### src/rtl/oam_dma_arbiter.sv
// Sprite DMA engine and CPU bus arbiter: halts the CPU on a $4014 write and
// copies one page of memory into the PPU OAM data port, otherwise passes the CPU bus through.
module oam_dma_arbiter #(
  parameter logic [15:0] DMA_REG_ADDR  = 16'h4014,
  parameter logic [15:0] OAM_DATA_ADDR = 16'h2004,
  parameter int          XFER_COUNT    = 256
) (
  input  logic        clk_ph1,
  input  logic        rst,
  input  logic [15:0] cpu_addr,
  input  logic [7:0]  cpu_dout,
  input  logic        cpu_r_nw,
  output logic        cpu_rdy,
  output logic [15:0] bus_addr,
  output logic [7:0]  bus_dout,
  output logic        bus_r_nw,
  input  logic [7:0]  bus_din,
  output logic        dma_active
);

  // XFER_COUNT is a power of two, so XFER_COUNT-1 doubles as the index wrap mask.
  localparam logic [7:0] IDX_LAST = 8'(XFER_COUNT - 1);

  typedef enum logic [2:0] {
    S_IDLE,
    S_HALT_WAIT,
    S_ALIGN,
    S_READ,
    S_WRITE
  } state_e;

  state_e     state_q, state_d;
  logic [7:0] page_q, page_d;
  logic [7:0] idx_q, idx_d;
  logic [7:0] latch_q, latch_d;
  logic       parity_q;
  logic       cpu_rdy_q;
  logic       trigger;

  assign trigger = !cpu_r_nw && (cpu_addr == DMA_REG_ADDR);

  always_comb begin
    state_d = state_q;
    page_d  = page_q;
    idx_d   = idx_q;
    latch_d = latch_q;
    case (state_q)
      S_IDLE: begin
        if (trigger) begin
          page_d  = cpu_dout;
          state_d = S_HALT_WAIT;
        end
      end
      S_HALT_WAIT: begin
        // The first CPU read here is the halted cycle; a put now means the next cycle is a get.
        if (cpu_r_nw) begin
          state_d = parity_q ? S_READ : S_ALIGN;
        end
      end
      S_ALIGN: state_d = S_READ;
      S_READ: begin
        latch_d = bus_din;
        state_d = S_WRITE;
      end
      S_WRITE: begin
        idx_d   = (idx_q + 8'd1) & IDX_LAST;
        state_d = (idx_q == IDX_LAST) ? S_IDLE : S_READ;
      end
      default: state_d = S_IDLE;
    endcase
  end

  always_ff @(posedge clk_ph1) begin
    if (rst) begin
      state_q   <= S_IDLE;
      page_q    <= 8'd0;
      idx_q     <= 8'd0;
      latch_q   <= 8'd0;
      parity_q  <= 1'b0;
      cpu_rdy_q <= 1'b1;
    end else begin
      state_q   <= state_d;
      page_q    <= page_d;
      idx_q     <= idx_d;
      latch_q   <= latch_d;
      parity_q  <= ~parity_q;
      cpu_rdy_q <= (state_d == S_IDLE);
    end
  end

  always_comb begin
    bus_addr   = cpu_addr;
    bus_dout   = cpu_dout;
    bus_r_nw   = cpu_r_nw;
    dma_active = 1'b0;
    case (state_q)
      S_ALIGN: begin
        bus_r_nw   = 1'b1;
        dma_active = 1'b1;
      end
      S_READ: begin
        bus_addr   = {page_q, idx_q};
        bus_r_nw   = 1'b1;
        dma_active = 1'b1;
      end
      S_WRITE: begin
        bus_addr   = OAM_DATA_ADDR;
        bus_dout   = latch_q;
        bus_r_nw   = 1'b0;
        dma_active = 1'b1;
      end
      default: ;
    endcase
  end

  assign cpu_rdy = cpu_rdy_q;

endmodule

### config.mk
export PLATFORM = sky130hd
export DESIGN_NAME = oam_dma_arbiter
export DESIGN_NICKNAME = d
export VERILOG_FILES = /design/src/rtl/oam_dma_arbiter.sv
export SDC_FILE = /design/constraint.sdc
export NUM_CORES = 1
export LEC_CHECK = 0
export ABC_CLOCK_PERIOD_IN_PS = 3100
export CAP_MARGIN = 20
export CORE_MARGIN = 4
export CORE_UTILIZATION = 40
export CTS_BUF_LIST = sky130_fd_sc_hd__clkbuf_8 sky130_fd_sc_hd__clkbuf_16
export CTS_CLUSTER_SIZE = 24
export DETAILED_ROUTE_END_ITERATION = 10
export MAX_ROUTING_LAYER = met4
export PLACE_DENSITY = 0.75
export SYNTH_ARGS = -nofsm -noshare
export SYNTH_HDL_FRONTEND = slang
export SYNTH_SLANG_ARGS = --single-unit
### constraint.sdc
create_clock -name clk_ph1 -period 3.1 [get_ports clk_ph1]
set_clock_uncertainty 0.15 [all_clocks]
set_input_delay 0.62 -clock clk_ph1 [delete_from_list [all_inputs] [get_ports clk_ph1]]
set_output_delay 0.62 -clock clk_ph1 [all_outputs]
set_load 0.005 [all_outputs]
==> results of run 1 <==
[sequential cells by signal, indices dropped and copies added (netlist names)]
signal and flops:
idx_q 8, state_q 3, page_q 8, cpu_rdy 1, parity_q 1, latch_q 8
[routing by layer]
metal / wire length (µm) / share of wire
met5: 0 / 0
met4: 70 / 0.016
met3: 284 / 0.067
met2: 1960 / 0.46
met1: 1940 / 0.46
[placed cells by master (no fill, tap or decap), drive strengths merged]
master / netlist / final
o21a: 1 / 1
bufinv: 0 / 1
mux2i: 8 / 8
clkbuf: 4 / 6
and4: 1 / 1
a211oi: 2 / 2
nor2: 13 / 13
o21ai: 2 / 2
ha: 1 / 1
nand2b: 1 / 1
inv: 3 / 4
a21oi: 13 / 13
nand4b: 1 / 1
nand2: 63 / 63
nor2b: 2 / 2
o22a: 2 / 2
xor2: 6 / 6
and3: 1 / 1
nor4b: 2 / 2
nand3b: 1 / 1
buf: 6 / 6
clkdlybuf4s50: 0 / 61
nor4: 2 / 2
and2: 1 / 1
or2: 1 / 1
nand3: 5 / 5
nand4: 3 / 3
dfxtp: 29 / 29
xnor2: 1 / 1
a21o: 1 / 1
nor3b: 2 / 2
a22o: 14 / 14
[critical path, delay by kind of cell (launching register included)]
kind / cells / cell delay (ns)
DFF: 1 / 0.63
and+or+nand+nor: 3 / 0.45
buffers and inverters: 2 / 0.76
[where the power goes]
group	internal [mW]	total (mW)	switching, mW
Sequential	0.374	0.374	0.000309
Combinational	0.0795	0.116	0.0369
Clock	0.258	0.396	0.138
[through the flow]
stage / std cells / instance area, µm² / hold slack [ns] / utilization
final: 305 / 2300 / 0.251 / 0.629
after CTS: 305 / 2300 / 0.251 / 0.629
after global placement: 297 / 2180 / 0.249 / 0.597
after global routing: 305 / 2300 / 0.261 / 0.629
after floorplan: 192 / 1530 / 0.233 / -
after detailed placement: 297 / 2180 / 0.243 / 0.597
[how the worst max path moves through the flow]
stage                         endpoint
final                      bus_dout[1]
after global routing       bus_dout[7]
after CTS                  bus_dout[1]
after detailed placement      bus_r_nw
after global placement        bus_r_nw
after floorplan           bus_addr[10]
[cell families (layout without fill, tap and decap cells)]
logic type,Yosys count,count (layout),synth area share
AOI/OAI and AO/OA,35,35,0.161
xor gates and xnor gates,7,7,0.0402
adders and majority gates,1,1,0.00820
buffers and inverters,13,78,0.0443
DFF,29,29,0.381
muxes,8,8,0.0525
and+or+nand+nor,99,99,0.313
[layout make-up]
class / instances / share of cell area
Clock inverter: 2 / 0.0147
Multi-Input combinational cell: 150 / 0.381
Timing Repair Buffer: 67 / 0.285
Clock buffer: 6 / 0.0359
Tap cell: 48 / 0.0261
Sequential cell: 29 / 0.252
Inverter: 3 / 0.00489
[cell usage after synthesis, drive strengths merged (3+ instances only)]
master  instances  share of area
clkbuf          4         0.0098
xor2            6          0.034
nand4           3          0.012
dfxtp          29           0.38
a21oi          13          0.043
buf             6          0.027
inv             3         0.0074
nand2          63           0.16
mux2i           8          0.053
a22o           14          0.080
nor2           13          0.040
nand3           5          0.016
==> qor.yml, run 1 <==
clock_network:
  htree_levels: 2
  hold_buffers: 0
  cts_tree: "built"
  clockBufferDepth: 2
  clockRootBuffer: "clkbuf_8"
  cts_made_buffers: 5
  cts-resized-gates: 0
  cts_setup_buffers: 0
  worstSkewPairLatency_ns: 0.28
  clkSinkCount: 29
  cts.clk_slew.worst_paths_ns: 0.06
worst_setup_path:
  cpMostUsedCell: "nand2_1"
  crit_path_end_kind: "primary output"
  worst_r2r_endpoint: "idx_q[4]$_SDFFE_PP0P_"
  start_kind: "flip-flop"
  cp.required_ns: 2.33
  reg2reg_slack_ns: 1.30
  slowest_stage: "dfxtp_1"
  rr_worst_depth: 5
  r2r-start: "state_q[2]$_SDFF_PP0_"
  slowest_delay_ns: 0.63
  critPathKind: "flip-flop to primary output"
  crit_fanout: 16
  crit_chain: "nor3b_4 -> buf_4 -> nand2_1 -> nand2_1 -> clkdlybuf4s50_1"
  cp_data_arrival_time_ns: 2.12
  startpoint: "state_q[2]$_SDFF_PP0_"
grt:
  grt_use_met2: 0.301
  grt_pass1_wl_mm: 7.05
  met3_usage: 0.0493
  grt_pass1_vias: 1485
  grt_usage: 0.185
  grtUsageMet1: 0.219
  grt_antenna_before_repair: 0
  overflow: 0
  grt-busiest-layer: "met2"
  grt_max_degree: 23
yosys:
  synth_nets: 228
  ys_ff_latch: 29
  netlist_area_um2: 1530
  synthFlopType: "dfxtp_1"
  synth_cells: 192
  synth_edf_count: 0
  yosysWarningCount: 0
  ys_seq_area_frac: 0.381
  ys_types: 36
  synth_area_per_cell_um2: 7.94
  synth_async_sr_flop_share: 0
timing:
  tightest_slew_ns: 0.498
  hold_violations: 0
  finalSetupTns_ns: 0
  rsz0062_at_grt: "no"
  maxSlewViolCount: 0
  fin_ws_ns: 0.208
  fmax_mhz: 346
  finalCriticalPeriod_ns: 2.89
  period_share: 0.933
  finalSetupViolCount: 0
  slew_headroom: 0.667
die:
  ios: 62
  coreArea_um2: 3660
  dieArea_um2: 4870
  rows: 22
  start_util: 0.417
  die_y_um: 69.8
  die_w_um: 69.8
routing:
  wl_per_cell_um: 14.0
  first_iter_violations: 91
  drtAntennaViolNets: 0
  viasPerCell: 5.17
  wirelength_mm: 4.26
  drc: 0
  first_pass_iters: 4
  vias: 1578
layout:
  multi_input_area_um2: 877
  num_antenna_cells: 0
  drive_gt1_frac: 0.0817
  n_fill_cell: 329
  ff_latch_area_um2: 581
  num-nets-final: 292
  area_delta_synth_final_pct: 50.9
pwr:
  peakVddDrop_mv: 0.270
  power.density_nw_per_um2: 385
  total_power_mw: 0.887
  leakagePower_nw: 0.919
hold_path:
  holdPathStages: 1
  worstHoldStart: "parity_q$_SDFF_PP0_"
  whs_endpoint: "parity_q$_SDFF_PP0_"
  hold_class: "flip-flop to flip-flop"
placement:
  place.gp.congestion: 0.856
  dpl.hpwl_mm: 3.15
  pre_cts_ws_ns: 0.421
  portBuffers: 61
flow_run:
  maxCapViolCount: 0
status:
  status: "finished clean"
(Power assumes the default switching activity.)
==> inputs of run 2 (changes only) <==
--- a/config.mk
+++ b/config.mk
@@ -7,7 +7,6 @@
 export LEC_CHECK = 0
 export ABC_CLOCK_PERIOD_IN_PS = 3100
 export CAP_MARGIN = 20
-export CORE_MARGIN = 4
 export CORE_UTILIZATION = 40
 export CTS_BUF_LIST = sky130_fd_sc_hd__clkbuf_8 sky130_fd_sc_hd__clkbuf_16
 export CTS_CLUSTER_SIZE = 24
==> run 2 against run 1 <==
Effect of this change: setup slack better by 0.018 ns; global-route usage rose by 3.4 points; design area down 1.5%; cell count unchanged; sequential cell count is the same; via count decreased by 2.0%; fmax grew 0.64%; utilization down 0.92 points; clock-buffer cell count fell by 1; sequential power is essentially flat; critical path type unchanged.
==> qor.yml, run 2 (same netlist as run 1, synthesis figures left out) <==
layout:
  fin_util: 0.619
  drive_gt1_frac: 0.0817
  reg_top3: "idx_q (8), latch_q (8), page_q (8)"
  num_antenna_cells: 0
  num-nets-final: 292
  most-common-layout-cells: "nand2_1 (63), clkdlybuf4s50_1 (61), dfxtp_1 (29), a22o_1 (14), a21oi_1 (13)"
  n_fill_cell: 332
  area_delta_synth_final_pct: 48.6
  final_cell_area_um2: 2270
  final_common_cell: "nand2_1"
timing:
  finalSetupTns_ns: 0
  slew_headroom: 0.684
  hold_violations: 0
  tightest_slew_ns: 0.473
  finalSetupViolCount: 0
  rsz0062_at_grt: "no"
  fmax_mhz: 348
  period_share: 0.927
  holdWs_ns: 0.259
  maxSlewViolCount: 0
  finalCriticalPeriod_ns: 2.87
die:
  ios: 62
  start_util: 0.417
  die_y_um: 63.8
  dieArea_um2: 4060
  rows: 22
  die_w_um: 63.8
  coreArea_um2: 3660
clock_network:
  clkSinkCount: 29
  cts_made_buffers: 5
  cts_tree: "built"
  clockRootBuffer: "clkbuf_8"
  cts-resized-gates: 0
  htree_levels: 2
  clockBufferDepth: 2
  worstSkewPairLatency_ns: 0.28
  hold_buffers: 0
  cts_setup_buffers: 0
  cts.clk_slew.worst_paths_ns: 0.06
pwr:
  power.switching_mw: 0.176
  p_clk_frac: 0.372
  total_power_mw: 0.781
  p_comb_frac: 0.149
  p_sw_frac: 0.225
  internal_power_mw: 0.605
  seqPwrFrac: 0.479
  leakagePower_nw: 0.906
  power.density_nw_per_um2: 344
  peakVddDrop_mv: 0.211
status:
  status: "finished clean"
placement:
  dpl.hpwl_mm: 2.92
  portBuffers: 61
  place_area_um2: 2180
  place.gp.congestion: 0.835
grt:
  grt_use_met2: 0.348
  grt_pass1_vias: 1509
  grt_usage: 0.219
  grt-busiest-layer: "met2"
  grt_antenna_before_repair: 0
  grt_max_degree: 23
  grtUsageMet1: 0.267
  overflow: 0
  grt_pass1_wl_mm: 6.62
  met3_usage: 0.0429
worst_setup_path:
  start_kind: "flip-flop"
  slowest_stage: "dfxtp_1"
  worst_r2r_endpoint: "page_q[2]$_SDFFE_PP0P_"
  rr_worst_depth: 4
  crit_path_end_kind: "primary output"
  reg2reg_slack_ns: 1.30
  r2r-start: "state_q[2]$_SDFF_PP0_"
  slowest_delay_ns: 0.61
  critPathKind: "flip-flop to primary output"
  cpMostUsedCell: "nand2_1"
  cp_data_arrival_time_ns: 2.10
  crit_fanout: 16
  crit_chain: "nor3b_4 -> buf_4 -> nand2_1 -> nand2_1 -> clkdlybuf4s50_1"
  cp.required_ns: 2.33
routing:
  drc: 0
  first_pass_iters: 6
  wl_per_cell_um: 13.2
  wirelength_mm: 4.03
  first_iter_violations: 65
  vias: 1547
  viasPerCell: 5.07
  drtAntennaViolNets: 0
hold_path:
  hold_class: "flip-flop to flip-flop"
  whs_endpoint: "parity_q$_SDFF_PP0_"
  holdPathStages: 1
  worstHoldStart: "parity_q$_SDFF_PP0_"
flow_run:
  maxCapViolCount: 0
-- run 2: final cells by class --
cell class,instances,area (µm²),area share
clock buffers,5,68.8,0.0304
clock inverters,3,13.8,0.00607
inverters,3,11.3,0.00497
multi-input cells,150,877,0.387
flip-flops and latches,29,581,0.256
well taps,48,60.1,0.0265
repair buffers,67,656,0.289
-- run 2: per-layer routing --
metal,wire [µm],vias to the layer above
met5,0,-
met4,81,0
met2,1850,52
li1,-,782
met3,195,7
met1,1900,706
-- run 2: power by group through the flow --
stage          Sequential (mW)  Clock (mW)  Combinational (mW)
6_report                 0.374       0.290               0.116
5_1_grt                  0.374       0.318               0.125
4_1_cts                  0.374       0.297               0.117
3_5_place_dp             0.382           0               0.116
3_3_place_gp             0.382           0               0.117
2_1_floorplan            0.382           0              0.0291
-- run 2: stage by stage --
step | worst slack [ns] | cells
final | 0.226 | 305
after detailed placement | 0.451 | 297
after global placement | 0.466 | 297
after floorplan | 1.14 | 192
after CTS | 0.230 | 305
after global routing | 0.0835 | 305
-- run 2: how the worst max path moves through the flow --
stage / from / to / cells past startpoint
4_1_cts: state_q[2]$_SDFF_PP0_ / bus_addr[5] / 5
6_report: state_q[2]$_SDFF_PP0_ / bus_dout[1] / 5
3_5_place_dp: cpu_r_nw / bus_r_nw / 4
5_1_grt: state_q[2]$_SDFF_PP0_ / bus_addr[3] / 5
3_3_place_gp: cpu_r_nw / bus_r_nw / 4
2_1_floorplan: state_q[1]$_SDFF_PP0_ / bus_addr[10] / 5
-- run 2: critical path: cells and delay by family, from the launching register on --
family        cells  cell delay [ns]
simple gates      3             0.44
flops             1             0.61
buf+inv           2             0.78
